--- config.mk ---
export PLATFORM = sky130hd
export DESIGN_NAME = pq_cmd_frontend
export DESIGN_NICKNAME = d
export VERILOG_FILES = /design/src/rtl/pq_pkg.sv /design/src/rtl/pq_result_reg.sv /design/src/rtl/pq_cmd_frontend.sv
export SDC_FILE = /design/constraint.sdc
export NUM_CORES = 1
export LEC_CHECK = 0
export CORE_MARGIN = 2
export CORE_UTILIZATION = 28
export DETAILED_ROUTE_END_ITERATION = 12
export GPL_TIMING_DRIVEN = 0
export PLACE_DENSITY = 0.56
export SETUP_SLACK_MARGIN = 0.4
export SYNTH_ARGS = -nofsm -noshare
export SYNTH_HDL_FRONTEND = slang
export SYNTH_HIERARCHICAL = 1
export SYNTH_SLANG_ARGS = --single-unit
--- constraint.sdc ---
create_clock -name i_CLK -period 3.1 [get_ports i_CLK]
set_input_delay 0.31 -clock i_CLK [delete_from_list [all_inputs] [get_ports i_CLK]]
set_output_delay 0.31 -clock i_CLK [all_outputs]
set_load 0.02 [all_outputs]
--- src/rtl/pq_pkg.sv ---
// pq_pkg: shared types and defaults for the priority-queue command front end
package pq_pkg;
  localparam int DEFAULT_DATA_WIDTH = 16;
  typedef enum logic {IDLE, SETTLE} state_e;
  typedef enum logic [1:0] {OP_NONE, OP_ENQ, OP_DEQ, OP_REP} op_e;
endpackage

--- src/rtl/pq_result_reg.sv ---
// pq_result_reg: one-entry valid/ready holding register for the popped key
//   i_CLK, i_RSTn      clock, async active-low reset
//   load, load_data    capture a new key (caller only loads when the slot is free or draining)
//   res_valid/ready    output handshake; res_data is held stable while res_valid && !res_ready
module pq_result_reg
  import pq_pkg::*;
#(
  parameter int W = DEFAULT_DATA_WIDTH
) (
  input  logic         i_CLK,
  input  logic         i_RSTn,
  input  logic         load,
  input  logic [W-1:0] load_data,
  input  logic         res_ready,
  output logic         res_valid,
  output logic [W-1:0] res_data
);
  always_ff @(posedge i_CLK or negedge i_RSTn) begin
    if (!i_RSTn) begin
      res_valid <= 1'b0;
      res_data  <= '0;
    end else if (load) begin
      res_valid <= 1'b1;
      res_data  <= load_data;
    end else if (res_ready) begin
      res_valid <= 1'b0;
    end
  end
endmodule

--- src/rtl/pq_cmd_frontend.sv ---
// pq_cmd_frontend: turns enq/deq valid-ready streams into one-cycle queue strobes with a settle gap
//   i_CLK, i_RSTn                          clock, async active-low reset
//   i_enq_valid/o_enq_ready/i_enq_data     keys to insert
//   i_deq_valid/o_deq_ready                pop requests
//   o_res_valid/i_res_ready/o_res_data     popped keys
//   o_pq_wrt/o_pq_read/o_pq_data           registered one-cycle queue strobes and write data
//   i_pq_full/i_pq_empty/i_pq_top          queue status and root key
//   PQ_FRONTEND_ZERO_FILTER_EN             accept-and-drop zero keys, counted in drop_cnt
module pq_cmd_frontend
  import pq_pkg::*;
#(
  parameter int DATA_WIDTH    = DEFAULT_DATA_WIDTH,
  parameter int SETTLE_CYCLES = 2
) (
  input  logic                  i_CLK,
  input  logic                  i_RSTn,
  input  logic                  i_enq_valid,
  output logic                  o_enq_ready,
  input  logic [DATA_WIDTH-1:0] i_enq_data,
  input  logic                  i_deq_valid,
  output logic                  o_deq_ready,
  output logic                  o_res_valid,
  input  logic                  i_res_ready,
  output logic [DATA_WIDTH-1:0] o_res_data,
  output logic                  o_pq_wrt,
  output logic                  o_pq_read,
  output logic [DATA_WIDTH-1:0] o_pq_data,
  input  logic                  i_pq_full,
  input  logic                  i_pq_empty,
  input  logic [DATA_WIDTH-1:0] i_pq_top
);
  state_e     state, state_d;
  op_e        op;
  logic [3:0] cnt, cnt_d;
  logic       enq_nz, deq_ok, drop;
  assign enq_nz = i_enq_valid && i_enq_data != '0;
  // a pop needs a free result slot, or one being drained this very cycle
  assign deq_ok = i_deq_valid && !i_pq_empty && (!o_res_valid || i_res_ready);
`ifdef PQ_FRONTEND_ZERO_FILTER_EN
  logic [7:0] drop_cnt;
  assign drop = state == IDLE && i_enq_valid && i_enq_data == '0;
  always_ff @(posedge i_CLK or negedge i_RSTn) begin
    if (!i_RSTn) drop_cnt <= '0;
    else if (drop && drop_cnt != 8'hff) drop_cnt <= drop_cnt + 8'd1;
  end
`else
  assign drop = 1'b0;
  assert property (@(posedge i_CLK) disable iff (!i_RSTn) !(i_enq_valid && i_enq_data == '0));
`endif
  always_ff @(posedge i_CLK or negedge i_RSTn) begin
    if (!i_RSTn) begin
      state <= IDLE;
      cnt   <= '0;
    end else begin
      state <= state_d;
      cnt   <= cnt_d;
    end
  end
  // a full queue still takes a replace, since it pops before it pushes
  always_comb begin
    op      = OP_NONE;
    state_d = state;
    cnt_d   = cnt;
    if (state == IDLE)
      op = enq_nz && deq_ok ? OP_REP : enq_nz && !i_pq_full ? OP_ENQ : deq_ok ? OP_DEQ : OP_NONE;
    if (op != OP_NONE) begin
      state_d = SETTLE;
      cnt_d   = 4'(SETTLE_CYCLES);
    end else if (state == SETTLE) begin
      state_d = cnt == '0 ? IDLE : SETTLE;
      cnt_d   = cnt == '0 ? cnt : cnt - 4'd1;
    end
    o_enq_ready = op == OP_ENQ || op == OP_REP || drop;
    o_deq_ready = op == OP_DEQ || op == OP_REP;
  end
  always_ff @(posedge i_CLK or negedge i_RSTn) begin
    if (!i_RSTn) begin
      o_pq_wrt  <= 1'b0;
      o_pq_read <= 1'b0;
      o_pq_data <= '0;
    end else begin
      o_pq_wrt  <= op == OP_ENQ || op == OP_REP;
      o_pq_read <= op == OP_DEQ || op == OP_REP;
      if (op == OP_ENQ || op == OP_REP) o_pq_data <= i_enq_data;
    end
  end
  pq_result_reg #(.W(DATA_WIDTH)) u_res (
    .i_CLK    (i_CLK),
    .i_RSTn   (i_RSTn),
    .load     (o_deq_ready),
    .load_data(i_pq_top),
    .res_ready(i_res_ready),
    .res_valid(o_res_valid),
    .res_data (o_res_data)
  );
endmodule

==> results of run 1 <==
## worst paths after layout
check	slack [ns]	depth (start not counted)	to
worst max-delay path	0.50	7	o_enq_ready
worst min-delay path	0.14	1	u_res/res_data[0]
worst min register to register	0.51	1	o_pq_data[3]
max in group asynchronous	2.40	1	state
min in group i_CLK	0.51	1	o_pq_data[3]
worst max register to register	1.31	5	u_res/res_data[9]
## area by class of cell
cell class,count,area (um^2),area share (%)
sequential,40,1000,37.8
timing repair buffer,76,753,28.5
multi-input combinational,61,643,24.3
tap,75,93.8,3.55
clock buffer,5,68.8,2.60
buffer,3,51.3,1.94
clock inverter,3,18.8,0.710
inverter,4,15.0,0.568
## registers in the layout, indices dropped and copies added, names as in the netlist
signal / flops
o_pq_data: 16
u_res/res_data: 16
u_res/res_valid: 1
cnt: 4
o_pq_read: 1
o_pq_wrt: 1
state: 1
## synth_stat cells
cell type and n:
mux2_4 18, a21boi_0 1, buf_12 2, nand2_1 4
nor3_1 2, o21ai_0 1, and2b_4 1, inv_1 4
nor4_1 4, nand2b_1 2, nor3b_1 1, o21ai_1 1
and2_1 2, o21ai_2 1, a21o_2 1, xnor2_1 1
buf_6 1, o211ai_1 1, a31oi_1 1, mux2_2 14
ha_1 1, nand3_4 1, dfrtp_1 40, and2b_2 1
nand4_1 1, o21a_1 1
## routing by layer
layer	global-route usage [%]	up-vias
met5	0	-
met4	5.00	0
met1	13.5	584
met3	3.41	6
met2	20.4	59
li1	-	549
## critical path, delay by kind of cell
family	cells	cell delay, ns
and+or+nand+nor	3	0.77
buffers and inverters	4	1.19
## cells by family after synthesis
| group | synth area share, % |
|---|---|
| fa+ha+maj | 0.737 |
| compound gates | 3.32 |
| simple gates | 7.37 |
| mux | 25.2 |
| xor+xnor | 0.516 |
| buf+inv | 3.91 |
| flops | 59.0 |
## metrics by stage
stage                     cell area (um^2)  instances  power (mW)  utilization (%)
after floorplan                       1700        108        1.64                -
final                                 2650        267        2.57             44.9
after global placement                2540        258        2.22             43.2
after CTS                             2630        266        2.61             44.7
after detailed placement              2540        258        2.25             43.1
after global routing                  2650        267        2.74             44.9
## cells in the final DEF, fill, tap and decap left out, types with 2 or more instances in the layout
master / n
clkdlybuf4s50_1: 74
dfrtp_1: 40
mux2_4: 18
mux2_2: 14
clkbuf_8: 5
inv_1: 4
nand2_1: 4
nor4_2: 2
nor4_1: 2
nand2b_1: 2
buf_12: 2
nor3_1: 2
and2_1: 2
clkinv_2: 2
## repair_timing
action | CTS | global route
pin swaps | 1 | 1
endpoints found under the hold margin | 0 | 0
resized for setup | 1 | 1
cloned | 0 | 0
setup buffers | 0 | 1
setup endpoints to repair | 1 | 1
## power by group through the flow
stage          clock (mW)  combinational (mW)  sequential (mW)
6_report            0.332                1.32            0.915
3_5_place_dp            0                1.33            0.925
4_1_cts             0.355                1.34            0.918
3_3_place_gp            0                1.31            0.908
5_1_grt             0.383                1.40            0.949
2_1_floorplan           0               0.457             1.18
==> summary.md, run 1 <==
| Metric | Value |
|---|---|
| Status | complete, no violations |
| Mapped Cells | around 110 |
| Crit-path cells | clkdlybuf4s50_1 > nor4_1 > nand4_1 > nand3_4 > buf_12 > inv_1 > clkdlybuf4s50_1 |
| Ports | 76 |
| Sequential element share of the synthesized area | between 50 and 60% |
| Met2 wire len | 1890 um |
| Layout cells sized above 1 | 27.1% |
| Leading area contributor after synthesis | dfrtp_1 |
| Clock sinks | 40 |
| Slew Viols, Final | 0 |
| CTS Hold Bufs | 0 |
| Min cycle time layout | approximately 2.6 ns |
| DIE AREA | around 6700 um^2 |
| Worst Clk Skew | 0.0102 ns |
| Worst path required time | about 2.8 ns |
| Power Internal | 1.68 mW |
| Seq cells post-synth | 40 |
| DRT Pass-1 Iters | 4 |
| Slew headroom | 41.3% |
| Crit path max-delay cell type | clkdlybuf4s50_1 |
| Synth area leaders | dfrtp_1 (59%), mux2_4 (16%), mux2_2 (9.3%) |
| Synth top area share | between 50% and 60% |
| Antenna cell count | 0 |
| Clk slew on worst S/H paths | 0.08 ns |
| CTS tree | built |
| TritonCTS Buffers | 5 |
| I/O Buffers | 75 |
| Core footprint | between 5000 and 6000 um^2 |
| CP Class | input port to output port |
| Comb power frac | between 50% and 60% |
| Rows | 28 |
| Vias per cell | approximately 4.5 |
| CP Max Fanout | 10 |
| CTS Buffer Depth | 2 |
| Gpl congestion | 0.638 |
| Final nets | between 200 and 250 |
| Crit end category | output port |
| DP HPWL | approximately 2900 um |
| FILL cells | 539 |
| WL final | approximately 3800 um |
| Max Cap Viol | 0 |
| R2r startpoint | u_res/res_valid |
| Switching power | approximately 0.89 mW |
| Avg WL per Cell | about 14 um |
| Syn_nets | 148 |
| Vias in the first global route | between 1,000 and 1,500 |
| Total gr overflow | 0 |
| Antenna violations before repair | 0 |
| Worst setup path start | i_enq_data[15] |
| YS warnings | 6 |
| Starting Density | about 29% |
| Final worst setup slack | around 0.5 ns |
| Most frequent CP cell | clkdlybuf4s50_1 |
| Crit-path max cell delay | 0.53 ns |
| H-tree depth | 2 |
| F_max | approximately 380 MHz |
| Power per cell area | 971 nW/um^2 |
| First-pass GRT wire length | about 5900 um |
| Hold slack | around 0.14 ns |
| Routed wl met3 | 375 um |
| Sw Ratio | roughly 35% |
| Total number of vias | around 1,200 |
| DRT iter0 DRCs | 21 |
| Setup-failing EPs final | 0 |
| Setup TNS | 0 ns |
| Die width | ~80 um |
| Max Used Layer | met4 |
| GRT Overall Usage | a little under an eighth |
| Synth Cell Area | ~1700 um^2 |
| Clock share of power | roughly an eighth |
| Startpoint types | input port |
| Post-Syn Area per Cell | roughly 16 um^2 |
| Distinct cells, synth | 26 |
| Hold crit path type | input port to async pin |
| Post-route ant nets | 0 |
| Slew @ Worst Pin | 0.880 ns |
| Period Utilization, post-route | a little over four fifths |
| Chip height | ~82 um |
| Pre-CTS WS | about 0.38 ns |
| Crit path DAT | ~2.3 ns |
| Area Growth Syn to Fin | 55.8% |
| M1 WL | 1520 um |
| VDD IR max | around 0.00045 V |
| Largest net degree at the start of global routing | slightly above 40 |
| DRC Markers | 0 |
| Leakage Power | around 1.1 nW |
| Clock Tree Root | clkbuf_8 |
| Clk_lat worst skew | 0.29 ns |
| Unrepaired setup endpoints after global routing | no |
| Hold Violations, Final | 0 |
| Sequential share of power | a little over a third |
(Power assumes the default switching activity.)
==> run 2, diff against run 1 <==
--- a/config.mk
+++ b/config.mk
@@ -9,7 +9,7 @@
 export CORE_UTILIZATION = 28
 export DETAILED_ROUTE_END_ITERATION = 12
 export GPL_TIMING_DRIVEN = 0
-export PLACE_DENSITY = 0.56
+export PLACE_DENSITY = 0.58
 export SETUP_SLACK_MARGIN = 0.4
 export SYNTH_ARGS = -nofsm -noshare
 export SYNTH_HDL_FRONTEND = slang
==> constraint.sdc (replaced) <==
create_clock -name i_CLK -period 2.3 [get_ports i_CLK]
set_input_delay 0.23 -clock i_CLK [delete_from_list [all_inputs] [get_ports i_CLK]]
set_output_delay 0.23 -clock i_CLK [all_outputs]
set_load 0.02 [all_outputs]
==> run 2 against run 1 <==
First-iteration DRC count increased by 19%. Hold slack got worse by 0.092 ns. Clock power increased by 140%. Global-route usage increased by 0.31 points. Sequential share of layout area decreased by 2.1 points. Total power increased by 49%. Routed wire length increased by 5.7%. Worst setup slack improved by 0.019 ns. Utilization increased by 2.6 points. Combinational power increased by 37%.
==> summary.md, run 2 (synthesis results as in run 1) <==
| Metric | Value |
|---|---|
| Die width | just over 80 um |
| CTS Buffer Depth | 2 |
| Antenna cell count | 0 |
| Sequential share of power | roughly 32% |
| DRC Markers | 0 |
| First-pass GRT wire length | roughly 6000 um |
| Core footprint | 5890 um^2 |
| Final nets | ~240 |
| Min cycle time layout | approximately 1.8 ns |
| Setup-failing EPs final | 0 |
| Gpl congestion | around 0.76 |
| Hold Violations, Final | 0 |
| Max Cap Viol | 0 |
| CP Class | input port to output port |
| DP HPWL | 3050 um |
| Switching power | approximately 1.2 mW |
| Reg2Reg Setup Slack | between 0.7 and 0.8 ns |
| Setup TNS | 0 ns |
| VDD IR max | between 0.0006 and 0.0007 V |
| Sw Ratio | 31.6% |
| Crit end category | output port |
| Layout Cells excl Fill | between 200 and 300 |
| CP Max Fanout | 6 |
| Area of the multi-input gates | 661 um^2 |
| Leakage Power | ~1.3 nW |
| Clk_lat worst skew | approximately 0.29 ns |
| DRT iter0 DRCs | 25 |
| Total number of vias | about 1,200 |
| TritonCTS Buffers | 5 |
| F_max | around 560 MHz |
| CTS tree | built |
| Power Internal | around 2.6 mW |
| Power per cell area | around 1400 nW/um^2 |
| Cells after DPL | around 260 |
| WL final | 4060 um |
| FILL cells | 531 |
| Clk slew on worst S/H paths | about 0.08 ns |
| Worst Clk Skew | 0.00896 ns |
| Chip height | just over 80 um |
| Startpoint types | input port |
| Status | complete, no violations |
| Rows | 28 |
| Layout cells sized above 1 | a little under a third |
| Largest net degree at the start of global routing | between 40 and 50 |
| Area post-placement | around 2500 um^2 |
| Reg area | around 1000 um^2 |
| Antenna violations before repair | 0 |
| Avg WL per Cell | 14.9 um |
| Clock Tree Root | clkbuf_8 |
| Vias per cell | about 4.5 |
| Post-route cell area | roughly 2800 um^2 |
| Ports | 76 |
| Finished Core Util | a little under half |
| Hold crit path type | input port to async pin |
| Comb power frac | between 40% and 50% |
| Slew headroom | between 40% and 50% |
| DIE AREA | 6700 um^2 |
| Slew Viols, Final | 0 |
| Total gr overflow | 0 |
| Starting Density | between 20% and 30% |
| H-tree depth | 2 |
| Clock sinks | 40 |
| Area Growth Syn to Fin | 64.8% |
| Vias in the first global route | approximately 1,200 |
| CTS Hold Bufs | 0 |
| Worst path required time | around 2.1 ns |
| Clock share of power | roughly a fifth |
| GRT Overall Usage | around 12% |
| Period Utilization, post-route | between 70 and 80% |
| Slew @ Worst Pin | 0.872 ns |
| DRT Pass-1 Iters | 4 |
| Crit path DAT | 1.55 ns |
| Post-route ant nets | 0 |
| I/O Buffers | 75 |
| Unrepaired setup endpoints after global routing | no |
| Largest regs | o_pq_data (16), u_res/res_data (16), cnt (4) |
| Commonest non-fill, non-tap cell in the layout | clkdlybuf4s50_1 |
| Most frequent cells in the layout | clkdlybuf4s50_1 (60), dfrtp_1 (40), mux2_4 (18) |
run 2: changes by cell type in the layout (fill, tap and decap cells not counted), sizes merged:
cell | before | now
clkinv | 3 | 0
buf | 5 | 11
dlymetal6s2s | 0 | 12
dlygate4sd2 | 0 | 1
clkdlybuf4s50 | 74 | 60
bufinv | 0 | 3
run 2: layout make-up:
| class | instances | area share, % |
|---|---|---|
| tap | 75 | 3.35 |
| inverter | 4 | 0.537 |
| clock buffer | 5 | 2.46 |
| buffer | 3 | 1.83 |
| multi-input combinational | 61 | 23.6 |
| sequential | 40 | 35.8 |
| timing repair buffer | 81 | 29.2 |
| clock inverter | 3 | 3.22 |
run 2: per-layer routing:
metal / wire length, um / GRT usage (%) / up-vias
li1: - / - / 555
met1: 1620 / 14.1 / 603
met2: 2070 / 20.8 / 50
met3: 327 / 3.41 / 4
met4: 48 / 5.00 / 0
met5: 0 / 0 / -
run 2: critical path: stages:
cell             delay [ns]
clkdlybuf4s50_1        0.45
nor4_2                 0.20
nand4_1                0.23
nand3_4                0.13
buf_12                 0.11
inv_1                  0.04
buf_4                  0.15
run 2: path summary, 6_finish.rpt:
kind | start | end | depth (start not counted)
min in group i_CLK | i_enq_data[9] | o_pq_data[9] | 2
setup / recovery | i_enq_data[1] | o_enq_ready | 7
max in group asynchronous | i_RSTn | cnt[2] | 1
hold reg to reg | o_pq_data[6] | o_pq_data[6] | 1
hold / removal | i_RSTn | o_pq_data[10] | 1
setup reg to reg | u_res/res_valid | u_res/res_data[8] | 5
run 2: timing repair:
| action | in CTS | in global routing |
|---|---|---|
| setup buffers | 1 | 5 |
| resized for setup | 7 | 15 |
| endpoints found under the setup margin | 2 | 1 |
| hold endpoints to repair | 0 | 0 |
| pin swaps | 3 | 6 |
run 2: power groups by stage:
stage / clock network [mW] / logic [mW] / registers [mW]
after detailed placement: 0 / 1.80 / 1.26
after CTS: 0.804 / 1.81 / 1.24
final: 0.784 / 1.81 / 1.24
after floorplan: 0 / 0.617 / 1.60
after global routing: 0.841 / 1.92 / 1.28
after global placement: 0 / 1.77 / 1.23
run 2: metrics by stage:
step           hold slack [ns]  setup slack, ns  power, mW
6_report                0.0525            0.520       3.83
5_1_grt                  0.124            0.427       4.04
4_1_cts                 0.0824            0.290       3.85
3_5_place_dp             0.402           -0.220       3.05
3_3_place_gp             0.490           -0.163       2.99
2_1_floorplan          -0.0656            0.510       2.21
==> run 3, diff against run 2 <==
==> constraint.sdc (replaced) <==
create_clock -name i_CLK -period 1.6 [get_ports i_CLK]
set_input_delay 0.16 -clock i_CLK [delete_from_list [all_inputs] [get_ports i_CLK]]
set_output_delay 0.16 -clock i_CLK [all_outputs]
set_load 0.02 [all_outputs]
==> run 3 against run 2 <==
The flow now finishes with violations (hold timing). Via count rose by 0.41%. Critical path depth fell by 1. Clock skew decreased by 0.0031 ns. Cell count up 1.8%. Worst setup slack got worse by 0.51 ns. Utilization rose by 0.15 points. Sequential cell count did not move. Count of clock-buffer cells in the layout rose by 3. Largest power group unchanged.
==> summary.md, run 3 (synthesis results as in run 1) <==
| Metric | Value |
|---|---|
| Status | finished, violations left |
| Failing checks | hold timing |
| CTS tree | built |
| Worst setup path start | u_res/res_valid |
| DP HPWL | between 3000 and 4000 um |
| Clock Tree Root | clkbuf_8 |
| WL final | 4190 um |
| Avg WL per Cell | between 15 and 20 um |
| Hold Violations, Final | 10 |
| Cell family with most CP delay | flip-flops |
| Min cycle time layout | between 1.5 and 2 ns |
| Hold crit path type | input port to async pin |
| Crit end category | output port |
| Crit path buffers/inverters | 3 |
| Total gr overflow | 0 |
| Post-route cell area | ~2800 um^2 |
| Rows | 28 |
| Reg2Reg Setup Slack | around 0.080 ns |
| Power per cell area | approximately 1800 nW/um^2 |
| Worst path required time | between 1 and 1.5 ns |
| DRT iter0 DRCs | 33 |
| DRT Pass-1 Iters | 2 |
| Final nets | 241 |
| Slew Viols, Final | 0 |
| Period Utilization, post-route | ~100% |
| First-pass GRT wire length | between 6000 and 7000 um |
| Vias in the first global route | 1,285 |
| Met1 usage | 15.9% |
| Met3 Track Usage GR | approximately 3.5% |
| Layout cells sized above 1 | between 30% and 40% |
| Vias per cell | between 4 and 5 |
| Slew @ Worst Pin | 0.892 ns |
| Crit path max-delay cell type | dfrtp_2 |
| DRC Markers | 0 |
| CTS Buffer Depth | 2 |
| Slew headroom | 40.5% |
| VDD IR max | 0.000718 V |
| Largest regs | o_pq_data (16), u_res/res_data (16), cnt (4) |
| Chip height | roughly 82 um |
| Largest net degree at the start of global routing | 41 |
| Commonest non-fill, non-tap cell in the layout | dlygate4sd2_1 |
| Most frequent cells in the layout | dlygate4sd2_1 (40), dfrtp_1 (38), mux2_4 (25) |
| Crit-path max cell delay | 0.40 ns |
| Core footprint | around 5900 um^2 |
| H-tree depth | 2 |
| CP Max Fanout | 2 |
| I/O Buffers | 75 |
| Antenna violations before repair | 0 |
| Area post-placement | roughly 2600 um^2 |
| R2r startpoint | u_res/res_valid |
| Starting Density | 28.8% |
| Antenna cell count | 0 |
| Setup TNS | 0 ns |
| GR peak layer | met2 |
| Setup-failing EPs final | 0 |
| Clk slew on worst S/H paths | roughly 0.070 ns |
| GRT Overall Usage | ~13% |
| Hold slack | -0.00923 ns |
| Leakage Power | ~1.3 nW |
| Crit path DAT | 1.43 ns |
| Total number of vias | 1,217 |
| Die width | 81.9 um |
| Startpoint types | flip-flop |
| Area Growth Syn to Fin | 65.3% |
| GR Util met2 | 21.5% |
| Unrepaired setup endpoints after global routing | yes |
| Post-route ant nets | 0 |
| Gpl congestion | a little under 0.7 |
| Clock sinks | 40 |
| Max Cap Viol | 0 |
| DIE AREA | between 6000 and 7000 um^2 |
| Crit-path cells | and2b_4 > o21ai_4 > nand3_4 > buf_12 > clkinvlp_4 > buf_6 |
| F_max | between 600 and 700 MHz |
| Ports | 76 |
| Worst Clk Skew | ~0.0058 ns |
| CP Class | flip-flop to output port |
| CTS Hold Bufs | 0 |
| Clk_lat worst skew | approximately 0.29 ns |
| TritonCTS Buffers | 5 |
-- run 3: cell types whose count changed in the layout (fill, tap and decap cells not counted), moves of 7 or more --
cell,previous run,this run
buf_6,1,10
dlymetal6s2s_1,12,0
mux2_2,14,7
mux2_4,18,25
dlygate4sd2_1,1,40
clkdlybuf4s15_1,0,10
clkdlybuf4s50_1,60,21
-- run 3: layout make-up --
class	count	area [um^2]
sequential	40	1000
fill	541	3080
buffer	3	51.3
multi-input combinational	61	717
tap	75	93.8
timing repair buffer	86	832
clock buffer	8	90.1
inverter	4	18.8
-- run 3: worst register-to-register path, stage by stage, from the launching register on --
cell and delay, ns:
dfrtp_2 0.40, and2b_4 0.18, o21ai_4 0.15, nand3_4 0.10, buf_12 0.14, buf_6 0.14, mux2_4 0.30
-- run 3: power by group --
| part | internal [mW] | switching [mW] |
|---|---|---|
| sequential | 1.50 | 0.277 |
| combinational | 1.32 | 1.16 |
| clock | 0.351 | 0.318 |
-- run 3: metal layers --
| metal | routed length [um] | share of wire [%] | vias up |
|---|---|---|---|
| li1 | - | - | 562 |
| met1 | 1750 | 42 | 602 |
| met2 | 2100 | 50 | 45 |
| met3 | 259 | 6.2 | 8 |
| met4 | 85 | 2.0 | 0 |
| met5 | 0 | 0 | - |
-- run 3: path summary, 6_finish.rpt --
| check | cells past startpoint | end |
|---|---|---|
| max | 6 | o_enq_ready |
| min reg2reg | 1 | o_pq_data[5] |
| min in group i_CLK | 2 | o_pq_data[0] |
| min | 1 | o_pq_data[11] |
| max in group asynchronous | 1 | u_res/res_valid |
| max reg2reg | 6 | o_pq_data[12] |
-- run 3: through the flow --
stage | cells | worst slack [ns] | power (mW) | utilization, %
6_report | 277 | 0.00673 | 4.92 | 47.7
5_1_grt | 277 | -0.0704 | 5.25 | 47.7
4_1_cts | 274 | -0.00553 | 4.92 | 46.4
3_5_place_dp | 258 | -0.841 | 4.40 | 43.5
3_3_place_gp | 258 | -0.788 | 4.33 | 43.5
2_1_floorplan | 108 | -0.0410 | 3.21 | -
-- run 3: timing repair --
action,in CTS,in global routing
gates cloned,0,1
pin swaps,7,3
setup endpoints to repair,76,48
buffers inserted,8,2
resized for setup,84,14
